--- config.mk ---
export PLATFORM = sky130hd
export DESIGN_NAME = sdrc_port_arbiter_flat
export DESIGN_NICKNAME = d
export VERILOG_FILES = /design/src/rtl/sdrc_port_arbiter_pkg.sv /design/src/rtl/sdrc_port_arbiter_if.sv /design/src/rtl/sdrc_port_arbiter_rr_pick.sv /design/src/rtl/sdrc_port_arbiter.sv /design/src/flat_wrapper.sv
export SDC_FILE = /design/constraint.sdc
export NUM_CORES = 1
export LEC_CHECK = 0
export ABC_AREA = 1
export CAP_MARGIN = 10
export CORE_AREA = 4 4 119 121
export CTS_BUF_LIST = sky130_fd_sc_hd__clkbuf_4
export CTS_CLUSTER_DIAMETER = 80
export CTS_CLUSTER_SIZE = 20
export DETAILED_ROUTE_END_ITERATION = 6
export DIE_AREA = 0 0 123 125
export GPL_TIMING_DRIVEN = 0
export PLACE_DENSITY = 0.76
export SYNTH_ARGS = -nofsm -noshare
export SYNTH_HDL_FRONTEND = slang
export SYNTH_SLANG_ARGS = --single-unit
--- constraint.sdc ---
create_clock -name clk -period 1.9 [get_ports clk]
set_input_delay 0.285 -clock clk [delete_from_list [all_inputs] [get_ports clk]]
set_output_delay 0.285 -clock clk [all_outputs]
set_load 0.05 [all_outputs]
--- src/rtl/sdrc_port_arbiter_pkg.sv ---
// Shared types and default widths for the two-port SDRC arbiter.
// Imported by the interface, the picker and the arbiter top.
package sdrc_port_arbiter_pkg;

   localparam int unsigned ADDR_W_DEF = 21;
   localparam int unsigned DATA_W_DEF = 32;
   localparam int unsigned LEN_W_DEF  = 8;
   localparam int unsigned TMO_DEF    = 1024;

   typedef enum logic [2:0] {
      StIdle,
      StIssue,
      StWrBurst,
      StRdBurst,
      StRelease
   } arb_state_e;

   typedef logic port_idx_t;

   function automatic logic [1:0] port_onehot(port_idx_t p);
      return p ? 2'b10 : 2'b01;
   endfunction

endpackage

--- src/rtl/sdrc_port_arbiter_if.sv ---
// One requester port of the SDRC arbiter: command request, write stream and read return.
// The arbiter takes the slave view; a requester takes the master view.
interface sdrc_port_arbiter_if
   import sdrc_port_arbiter_pkg::*;
#(
   parameter int unsigned ADDR_W = ADDR_W_DEF,
   parameter int unsigned DATA_W = DATA_W_DEF,
   parameter int unsigned LEN_W  = LEN_W_DEF
);
   localparam int unsigned DQM_W = DATA_W / 8;

   logic              req;
   logic              wr;
   logic [ADDR_W-1:0] addr;
   logic [LEN_W-1:0]  len;
   logic [DATA_W-1:0] wdata;
   logic [DQM_W-1:0]  dqm;
   logic              grant;
   logic              wbeat;
   logic              rvalid;
   logic              done;
   logic              err;
   logic [DATA_W-1:0] rdata;

   modport master (
      output req, wr, addr, len, wdata, dqm,
      input  grant, wbeat, rvalid, done, err, rdata
   );

   modport slave (
      input  req, wr, addr, len, wdata, dqm,
      output grant, wbeat, rvalid, done, err, rdata
   );

endinterface

--- src/rtl/sdrc_port_arbiter_rr_pick.sv ---
// Two-way round-robin picker; a tie goes to the port that did not own the SDRC last.
// Purely combinational, the last-owner register lives in the arbiter.
module sdrc_port_arbiter_rr_pick
   import sdrc_port_arbiter_pkg::*;
(
   input  logic      req0_i,
   input  logic      req1_i,
   input  port_idx_t rr_last_i,
   output logic      any_o,
   output port_idx_t owner_o
);

   always_comb begin
      any_o   = req0_i | req1_i;
      owner_o = req1_i;
      if (req0_i && req1_i) begin
         owner_o = ~rr_last_i;
      end
   end

endmodule

--- src/rtl/sdrc_port_arbiter.sv ---
// Two-port round-robin arbiter in front of one SDRC user interface.
// The owner keeps the SDRC from command issue until its burst completes or the watchdog fires.
module sdrc_port_arbiter
   import sdrc_port_arbiter_pkg::*;
#(
   parameter int unsigned ADDR_W = ADDR_W_DEF,
   parameter int unsigned DATA_W = DATA_W_DEF,
   parameter int unsigned LEN_W  = LEN_W_DEF,
   parameter int unsigned TMO    = TMO_DEF
) (
   input  logic                  clk,
   input  logic                  rst_n,
   sdrc_port_arbiter_if.slave    p0,
   sdrc_port_arbiter_if.slave    p1,
   input  logic                  sdrc_init_done,
   input  logic                  sdrc_busy_n,
   input  logic                  sdrc_rd_valid,
   input  logic [DATA_W-1:0]     sdrc_data_out,
   output logic                  sdrc_wr_n,
   output logic                  sdrc_rd_n,
   output logic [ADDR_W-1:0]     sdrc_addr,
   output logic [LEN_W-1:0]      sdrc_data_len,
   output logic [DATA_W-1:0]     sdrc_data,
   output logic [DATA_W/8-1:0]   sdrc_dqm
);

   localparam int unsigned WD_W   = $clog2(TMO + 1);
   localparam int unsigned BEAT_W = LEN_W + 1;

   arb_state_e        state_q, state_d;
   port_idx_t         owner_q, owner_d, rr_last_q, rr_last_d, pick_owner;
   logic              pick_any;
   logic              wr_q, wr_d;
   logic [ADDR_W-1:0] addr_q, addr_d;
   logic [LEN_W-1:0]  len_q, len_d;
   logic [BEAT_W-1:0] beat_q, beat_d;
   logic [WD_W-1:0]   wd_q, wd_d;
   logic              wr_n_q, wr_n_d, rd_n_q, rd_n_d;
   logic [1:0]        grant_q, grant_d, wbeat_q, wbeat_d, done_q, done_d, err_q, err_d;
   logic              timeout, fin, issue_nx, wbeat_nx, last_beat, rd_route, wr_own;

   sdrc_port_arbiter_rr_pick u_pick (
      .req0_i    (p0.req),
      .req1_i    (p1.req),
      .rr_last_i (rr_last_q),
      .any_o     (pick_any),
      .owner_o   (pick_owner)
   );

   always_comb begin
      state_d   = state_q;
      owner_d   = owner_q;
      rr_last_d = rr_last_q;
      wr_d      = wr_q;
      addr_d    = addr_q;
      len_d     = len_q;
      beat_d    = beat_q;
      fin       = 1'b0;
      last_beat = (beat_q == {1'b0, len_q});
      // Watchdog age is zero in ISSUE, so expiry lands exactly TMO cycles after the grant.
      wd_d      = (state_q == StIdle) ? '0 : wd_q + WD_W'(1);
      timeout   = (state_q inside {StWrBurst, StRdBurst, StRelease}) &&
                  (wd_q == WD_W'(TMO - 1));

      unique case (state_q)
         StIdle: begin
            if (sdrc_init_done && sdrc_busy_n && pick_any) begin
               owner_d = pick_owner;
               wr_d    = pick_owner ? p1.wr   : p0.wr;
               addr_d  = pick_owner ? p1.addr : p0.addr;
               len_d   = pick_owner ? p1.len  : p0.len;
               state_d = StIssue;
            end
         end
         StIssue: begin
            rr_last_d = owner_q;
            beat_d    = '0;
            if (wr_q) begin
               // Beat 0 is consumed alongside the command strobe.
               beat_d  = BEAT_W'(1);
               state_d = (len_q == '0) ? StRelease : StWrBurst;
            end else begin
               state_d = StRdBurst;
            end
         end
         StWrBurst: begin
            beat_d = beat_q + BEAT_W'(1);
            if (last_beat) state_d = StRelease;
         end
         StRdBurst: begin
            if (sdrc_rd_valid) begin
               beat_d = beat_q + BEAT_W'(1);
               if (last_beat) state_d = StRelease;
            end
         end
         StRelease: begin
            if (sdrc_busy_n) begin
               fin     = 1'b1;
               state_d = StIdle;
            end
         end
         default: state_d = StIdle;
      endcase

      if (timeout) begin
         fin     = 1'b1;
         state_d = StIdle;
      end

      // Output flops are loaded with the values belonging to the next state.
      issue_nx = (state_d == StIssue);
      wbeat_nx = (issue_nx && wr_d) || (state_d == StWrBurst);
      wr_n_d   = ~(issue_nx && wr_d);
      rd_n_d   = ~(issue_nx && !wr_d);
      grant_d  = issue_nx ? port_onehot(owner_d) : 2'b00;
      wbeat_d  = wbeat_nx ? port_onehot(owner_d) : 2'b00;
      done_d   = fin ? port_onehot(owner_q) : 2'b00;
      err_d    = (fin && timeout) ? port_onehot(owner_q) : 2'b00;
   end

   always_ff @(posedge clk or negedge rst_n) begin
      if (!rst_n) begin
         state_q   <= StIdle;
         owner_q   <= 1'b0;
         rr_last_q <= 1'b1;
         wr_q      <= 1'b0;
         addr_q    <= '0;
         len_q     <= '0;
         beat_q    <= '0;
         wd_q      <= '0;
         wr_n_q    <= 1'b1;
         rd_n_q    <= 1'b1;
         grant_q   <= 2'b00;
         wbeat_q   <= 2'b00;
         done_q    <= 2'b00;
         err_q     <= 2'b00;
      end else begin
         state_q   <= state_d;
         owner_q   <= owner_d;
         rr_last_q <= rr_last_d;
         wr_q      <= wr_d;
         addr_q    <= addr_d;
         len_q     <= len_d;
         beat_q    <= beat_d;
         wd_q      <= wd_d;
         wr_n_q    <= wr_n_d;
         rd_n_q    <= rd_n_d;
         grant_q   <= grant_d;
         wbeat_q   <= wbeat_d;
         done_q    <= done_d;
         err_q     <= err_d;
      end
   end

   assign rd_route = (state_q == StRdBurst) && sdrc_rd_valid;
   assign wr_own   = wr_q && (state_q inside {StIssue, StWrBurst});

   assign sdrc_wr_n     = wr_n_q;
   assign sdrc_rd_n     = rd_n_q;
   assign sdrc_addr     = addr_q;
   assign sdrc_data_len = len_q;
   assign sdrc_data     = owner_q ? p1.wdata : p0.wdata;
   assign sdrc_dqm      = wr_own ? (owner_q ? p1.dqm : p0.dqm) : '1;

   assign p0.grant  = grant_q[0];
   assign p1.grant  = grant_q[1];
   assign p0.wbeat  = wbeat_q[0];
   assign p1.wbeat  = wbeat_q[1];
   assign p0.done   = done_q[0];
   assign p1.done   = done_q[1];
   assign p0.err    = err_q[0];
   assign p1.err    = err_q[1];
   assign p0.rvalid = rd_route && (owner_q == 1'b0);
   assign p1.rvalid = rd_route && (owner_q == 1'b1);
   assign p0.rdata  = sdrc_data_out;
   assign p1.rdata  = sdrc_data_out;

endmodule
--- src/flat_wrapper.sv ---
// flat-port wrapper written by rule: the top's interface ports become plain ports
module sdrc_port_arbiter_flat import sdrc_port_arbiter_pkg::*;
#(
   parameter int unsigned ADDR_W = ADDR_W_DEF,
   parameter int unsigned DATA_W = DATA_W_DEF,
   parameter int unsigned LEN_W  = LEN_W_DEF,
   parameter int unsigned TMO    = TMO_DEF
)
  (clk, rst_n, sdrc_init_done, sdrc_busy_n, sdrc_rd_valid, sdrc_data_out, sdrc_wr_n, sdrc_rd_n, sdrc_addr, sdrc_data_len, sdrc_data, sdrc_dqm, p0_req, p0_wr, p0_addr, p0_len, p0_wdata, p0_dqm, p0_grant, p0_wbeat, p0_rvalid, p0_done, p0_err, p0_rdata, p1_req, p1_wr, p1_addr, p1_len, p1_wdata, p1_dqm, p1_grant, p1_wbeat, p1_rvalid, p1_done, p1_err, p1_rdata);
  sdrc_port_arbiter_if #(.ADDR_W(ADDR_W), .DATA_W(DATA_W), .LEN_W(LEN_W)) p0_i ();
  sdrc_port_arbiter_if #(.ADDR_W(ADDR_W), .DATA_W(DATA_W), .LEN_W(LEN_W)) p1_i ();
  input  logic clk;
  input  logic rst_n;
  input  logic sdrc_init_done;
  input  logic sdrc_busy_n;
  input  logic sdrc_rd_valid;
  input  logic [DATA_W-1:0] sdrc_data_out;
  output logic sdrc_wr_n;
  output logic sdrc_rd_n;
  output logic [ADDR_W-1:0] sdrc_addr;
  output logic [LEN_W-1:0] sdrc_data_len;
  output logic [DATA_W-1:0] sdrc_data;
  output logic [DATA_W/8-1:0] sdrc_dqm;
  input wire logic [$bits(p0_i.req)-1:0] p0_req;
  input wire logic [$bits(p0_i.wr)-1:0] p0_wr;
  input wire logic [$bits(p0_i.addr)-1:0] p0_addr;
  input wire logic [$bits(p0_i.len)-1:0] p0_len;
  input wire logic [$bits(p0_i.wdata)-1:0] p0_wdata;
  input wire logic [$bits(p0_i.dqm)-1:0] p0_dqm;
  output wire logic [$bits(p0_i.grant)-1:0] p0_grant;
  output wire logic [$bits(p0_i.wbeat)-1:0] p0_wbeat;
  output wire logic [$bits(p0_i.rvalid)-1:0] p0_rvalid;
  output wire logic [$bits(p0_i.done)-1:0] p0_done;
  output wire logic [$bits(p0_i.err)-1:0] p0_err;
  output wire logic [$bits(p0_i.rdata)-1:0] p0_rdata;
  input wire logic [$bits(p1_i.req)-1:0] p1_req;
  input wire logic [$bits(p1_i.wr)-1:0] p1_wr;
  input wire logic [$bits(p1_i.addr)-1:0] p1_addr;
  input wire logic [$bits(p1_i.len)-1:0] p1_len;
  input wire logic [$bits(p1_i.wdata)-1:0] p1_wdata;
  input wire logic [$bits(p1_i.dqm)-1:0] p1_dqm;
  output wire logic [$bits(p1_i.grant)-1:0] p1_grant;
  output wire logic [$bits(p1_i.wbeat)-1:0] p1_wbeat;
  output wire logic [$bits(p1_i.rvalid)-1:0] p1_rvalid;
  output wire logic [$bits(p1_i.done)-1:0] p1_done;
  output wire logic [$bits(p1_i.err)-1:0] p1_err;
  output wire logic [$bits(p1_i.rdata)-1:0] p1_rdata;
  assign p0_i.req = p0_req;
  assign p0_i.wr = p0_wr;
  assign p0_i.addr = p0_addr;
  assign p0_i.len = p0_len;
  assign p0_i.wdata = p0_wdata;
  assign p0_i.dqm = p0_dqm;
  assign p0_grant = p0_i.grant;
  assign p0_wbeat = p0_i.wbeat;
  assign p0_rvalid = p0_i.rvalid;
  assign p0_done = p0_i.done;
  assign p0_err = p0_i.err;
  assign p0_rdata = p0_i.rdata;
  assign p1_i.req = p1_req;
  assign p1_i.wr = p1_wr;
  assign p1_i.addr = p1_addr;
  assign p1_i.len = p1_len;
  assign p1_i.wdata = p1_wdata;
  assign p1_i.dqm = p1_dqm;
  assign p1_grant = p1_i.grant;
  assign p1_wbeat = p1_i.wbeat;
  assign p1_rvalid = p1_i.rvalid;
  assign p1_done = p1_i.done;
  assign p1_err = p1_i.err;
  assign p1_rdata = p1_i.rdata;
  sdrc_port_arbiter #(.ADDR_W(ADDR_W), .DATA_W(DATA_W), .LEN_W(LEN_W), .TMO(TMO)) u_core (.clk(clk), .rst_n(rst_n), .p0(p0_i), .p1(p1_i), .sdrc_init_done(sdrc_init_done), .sdrc_busy_n(sdrc_busy_n), .sdrc_rd_valid(sdrc_rd_valid), .sdrc_data_out(sdrc_data_out), .sdrc_wr_n(sdrc_wr_n), .sdrc_rd_n(sdrc_rd_n), .sdrc_addr(sdrc_addr), .sdrc_data_len(sdrc_data_len), .sdrc_data(sdrc_data), .sdrc_dqm(sdrc_dqm));
endmodule
; Word-level counts from Yosys, hierarchy flattened
; Index checks and enable logic that the tools add are counted.
[totals]
ram_bits = 0
rom_bits = 0
out_inout_bits = 141
memories = 0
reg_bits = 65
latchBits = 0
[op_classes]
n_eq_ne = 9
div_mod_pow = 0
magnitude_cmp = 0
addsub = 2
shift = 0
mux = 32
n_bitwise = 5
mul = 0
n_reduce_logical = 20
[ops]
columns = cell, n
row1 = 32-bit 2-to-1 mux, 1
row2 = 9-bit one-hot mux with 3 select lines, 1
row3 = 21-bit 2-to-1 mux, 1
row4 = 3-bit 2-to-1 mux, 7
row5 = 3-bit one-hot mux with 5 select lines, 1
row6 = 2-bit 2-to-1 mux, 6
row7 = "11-bit by 1-bit adder with 11-bit output, second input constant", 1
row8 = "11-bit by 10-bit equality test with 1-bit output, second input constant", 1
row9 = 1-bit logical AND, 11
row10 = 11-bit 2-to-1 mux, 1
row11 = 1-bit 2-to-1 mux, 10
row12 = "9-bit by 1-bit adder with 9-bit output, second input constant", 1
row13 = "3-bit by 2-bit equality test with 1-bit output, second input constant", 3
row14 = 9-bit by 8-bit equality test with 1-bit output, 1
row15 = 9-bit 2-to-1 mux, 1
row16 = 8-bit zero test, 1
row17 = 4-bit 2-to-1 mux, 2
row18 = 8-bit 2-to-1 mux, 1
row19 = "3-bit by 1-bit equality test with 1-bit output, second input constant", 2
row20 = 3-bit nonzero test, 2
row21 = 1-bit NOT, 4
row22 = 2-bit AND reduction, 2
row23 = "3-bit equality test, second input constant", 1
row24 = 3-bit zero test, 1
row25 = other kinds (5), 5

; Logic depth before layout (Yosys ltp)
[depth]
depth_word = 9
depth_mapped = 11
depth_no_buf = 11

; Modules after synthesis
; A second synthesis with hierarchy kept.
[hier_totals]
cells_unflattened = 567
hier_area_um2 = 4076.4
[by_module_without_submodules]
columns = mod, n_inst, area_each_um2, cells_each
row1 = sdrc_port_arbiter, 1, 4061.4, 564
row2 = sdrc_port_arbiter_rr_pick, 1, 15.0, 3

; Worst setup path after synthesis
; Ideal clock, no wire load.
[synth_timing]
path_type = reg2out
startpoint = reg u_core.state_q[2]
endpoint = out sdrc_dqm[0]
path_buffers = 0
setup_slack_ns = 0.011
path_stages_with_launch = 7
t_arrival_ns = 1.604
cell_sequence = dfrtp_1 -> inv_1 -> nand2_1 -> nor2_1 -> inv_1 -> a21oi_1 -> nand3_1
[synth_between]
elab_chain_len = 4
elab_cells_between_ends = 5
cone_classes = 2 x eq/ne / 1 x mux / 2 x reduce/logical
[synth_lines]
columns = item, line_no
row1 = start: declaration, sdrc_port_arbiter.sv:30  ; arb_state_e state_q, state_d;
row2 = start signal: assignment, sdrc_port_arbiter.sv:123  ; state_q <= StIdle;
row3 = start signal: assignment, sdrc_port_arbiter.sv:138  ; state_q <= state_d;
row4 = 3-bit by 1-bit equality test with 1-bit output or 3-bit by 2-bit equality test with 1-bit output (tied branches), sdrc_port_arbiter.sv:156  ; assign wr_own = wr_q && (state_q inside {StIssue, StWrBurst});
row5 = 2-bit nonzero test (*), sdrc_port_arbiter.sv:156
row6 = 1-bit logical AND (*), sdrc_port_arbiter.sv:156
row7 = 4-bit 2-to-1 mux (*), sdrc_port_arbiter.sv:163  ; assign sdrc_dqm = wr_own ? (owner_q ? p1.dqm : p0.dqm) : '1;
row8 = end: declaration, flat_wrapper.sv:23  ; output logic [DATA_W/8-1:0] sdrc_dqm;
; Every way passes the cells marked *; elsewhere a longest branch is shown, timed or not.

; Worst setup path in the final report
[layout_timing]
startpoint = reg u_core.state_q[2]
endpoint = out sdrc_dqm[3]
; The elaborated chain is that of the path after synthesis.

==> flow_summary_export.csv <==
group,metric,value,unit
placement,routabilityCongestion,0.8479,
die,start_util,0.3051,
grt,grt_pass1_wl,24700,um
route,m1WireLength,6070,um
yosys,synth-warning-count,0,
layout,syn_to_final_growth,85.58,%
sta,slew_viol_final,0,
sta,whs,0.4723,ns
route,wl_per_cell,15.43,um
clock_network,cts_tree,"built",
yosys,netlist_area,3993,um2
die,die_y,125,um
setup_path,crit_fanout,5,
setup_path,cp-end-kind,"output port",
power_and_ir_drop,p_per_area,1321,nW/um2
yosys,ys_seq_area_frac,0.4083,
layout,drive_gt1_frac,0.2215,
die,row_count,42,
yosys,synth_top_cells_by_area,"dfrtp_1 (39%), nand2_1 (16%), buf_4 (12%)",
placement,dp_hpwl,13160,um
grt,overflow,0,
route,drc,0,
layout,multi_input_area,1730,um2
yosys,yosys.area.top_type,"dfrtp_1",
route,wl_met2,8229,um
die,core,13090,um2
placement,portBuffers,279,
yosys,synth_cell_types,30,
sta,min_period,2.072,ns
sta,setup_viol,4,
setup_path,required,1.62,ns
sta,max_slew.worst_pin.slew,0.8244,ns
yosys,ys_ff_latch,65,
sta,period_share,1.091,
sta,hold_viol,0,
clock_network,clkLatencyLatePin,0.40,ns
grt,grt_start_max_net_pins,66,
clock_network,numCtsBuffers,9,
grt,antenna_found_initial,0,
grt,grt_pass1_vias,4831,
route,wl_met3,1446,um
clock_network,clk_pin_slew_worst_paths,0.10,ns
grt,grt_util_all_layers,0.2051,
route,wl,16090,um
job,drv_cap,0,
run_status,violations,"setup timing",
clock_network,cts_htree_levels,3,
route,top_layer,"met4",
setup_path,crit_type,"reg2out",
run_status,status,"finished, violations left",
sta,fin_skew,0.01457,ns
power_and_ir_drop,leakagePower,0.003616,uW
power_and_ir_drop,irDropWorstVdd,0.6128,mV
clock_network,cts.path.max_buffers,2,
layout,seqCellArea,1634,um2
die,ioPinCount,312,
sta,rsz0062_at_grt,"yes",
route,vias,4582,
sta,max_freq,482.6,MHz
layout,diodes,0,
clock_network,clock_sinks,65,
yosys,synthCells,555,
layout,stdcell_count,1043,
layout,final_cell_mix,"clkdlybuf4s50_1 (206), nand2_1 (168), buf_4 (102), dfrtp_1 (59), nor2_1 (49)",
placement,dpl.cell_count,1010,
route,drt_iter0_markers,230,
die,die_area,15380,um2
layout,final_nets,1035,
hold_path,hold_class,"reg2reg",
sta,maxSlewHeadroom,0.4504,
layout,final_common_cell,"clkdlybuf4s50_1",
route,detail-route-antenna-nets,0,
route,drt_first_pass_iters,4,
die,die-width,123,um
clock_network,cts_root_buffer,"clkbuf_4",
sta,fin_tns_setup,-0.5738,ns
route,vias_per_cell,4.393,
setup_path,start_kind,"register",
setup_path,regToRegSetupSlack,0.14,ns
layout,fill_cells,1237,
yosys,syn_avg_cell_area,7.194,um2
yosys,synth_nets,728,
setup_path,arrival,1.79,ns
sta,fin_ws,-0.1722,ns
yosys,netlist.area_leader.share,0.3886,
-- report_power, final --
| part | internal, uW | total (uW) | switching [uW] | leakage [uW] |
|---|---|---|---|---|
| registers | 1860 | 2230 | 371 | 0.000828 |
| logic | 2160 | 6500 | 4330 | 0.00270 |
| clock network | 565 | 1060 | 497 | 0.0000912 |
-- cells by family (layout without fill, tap and decap cells) --
group,count (synthesis),after routing,share of synthesized area
AO/OA/AOI/OAI,107,107,0.1460
adder cells (fa/ha/maj),2,2,0.006267
flip-flops,65,65,0.4083
AND/OR/NAND/NOR,255,255,0.2557
buffers and inverters,126,438,0.1836
-- worst max-delay path, stage by stage, from the launching register on --
cell	delay (ns)
dfrtp_1	0.40
inv_2	0.12
nand2_2	0.09
nor2_4	0.13
inv_4	0.05
a21oi_4	0.26
nand3_2	0.15
buf_12	0.18
-- flip-flops by register name, summed over array words and instances (netlist names) --
register              count
u_core.state_q            3
u_core.rr_last_q          1
u_core.sdrc_data_len      8
u_core.sdrc_wr_n          1
u_core.beat_q             9
u_core.sdrc_addr         21
u_core.err_q              2
u_core.owner_q            1
u_core.wbeat_q            2
u_core.sdrc_rd_n          1
u_core.wd_q              11
u_core.grant_q            2
u_core.wr_q               1
u_core.done_q             2
-- layout make-up --
class / count / area share
Sequential cell: 65 / 0.2205
Clock inverter: 5 / 0.01064
Multi-Input combinational cell: 364 / 0.2335
Buffer: 82 / 0.08308
Tap cell: 176 / 0.02972
Clock buffer: 11 / 0.01114
Timing Repair Buffer: 298 / 0.3894
Inverter: 42 / 0.02195
-- worst paths after layout --
kind                                         from           endpoint  cells after the start
max in group asynchronous                   rst_n     u_core.owner_q                      2
worst min register to register     u_core.wd_q[0]     u_core.wd_q[0]                      1
worst min-delay path               u_core.wd_q[0]     u_core.wd_q[0]                      1
worst max register to register  u_core.state_q[1]  u_core.wbeat_q[0]                      9
min in group asynchronous                   rst_n   u_core.beat_q[2]                      2
worst max-delay path            u_core.state_q[2]        sdrc_dqm[3]                      7
-- per-layer routing --
metal  track usage  vias up
met3       0.07588       31
met4       0.05016        0
li1              -     2319
met2        0.3612      178
met1        0.2337     2054
met5             0        -
-- stage by stage --
stage / total power [uW] / util / setup WS (ns) / instance area, um2
2_1_floorplan: 6221 / - / 0.01052 / 3993
3_3_place_gp: 8465 / 0.5354 / -1.607 / 7005
3_5_place_dp: 8511 / 0.5352 / -1.002 / 7003
4_1_cts: 9643 / 0.5523 / -0.2249 / 7227
5_1_grt: 10400 / 0.5663 / -0.2690 / 7410
6_report: 9787 / 0.5663 / -0.1722 / 7410
-- what timing repair did --
| item | 4_1_cts | 5_1_grt |
|---|---|---|
| hold buffers | 1 | 0 |
| resized for setup | 281 | 50 |
| buffers inserted | 11 | 7 |
| pin swaps | 5 | 9 |
| endpoints found under the hold margin | 62 | 0 |
| setup endpoints to repair | 63 | 53 |
-- synthesized netlist by cell type (all sizes together) --
cell type and instances:
clkbuf 13, nand3 15, dfrtp 62, o21ai 68, o211ai 2, o21a 1
nand4 2, buf 71, nor3 8, dfstp 3, a21oi 24, o22ai 8
a211oi 2, a31oi 1, o21bai 1, nor2 59, inv 42, nand2 171
ha 2
(Power assumes the default switching activity.)
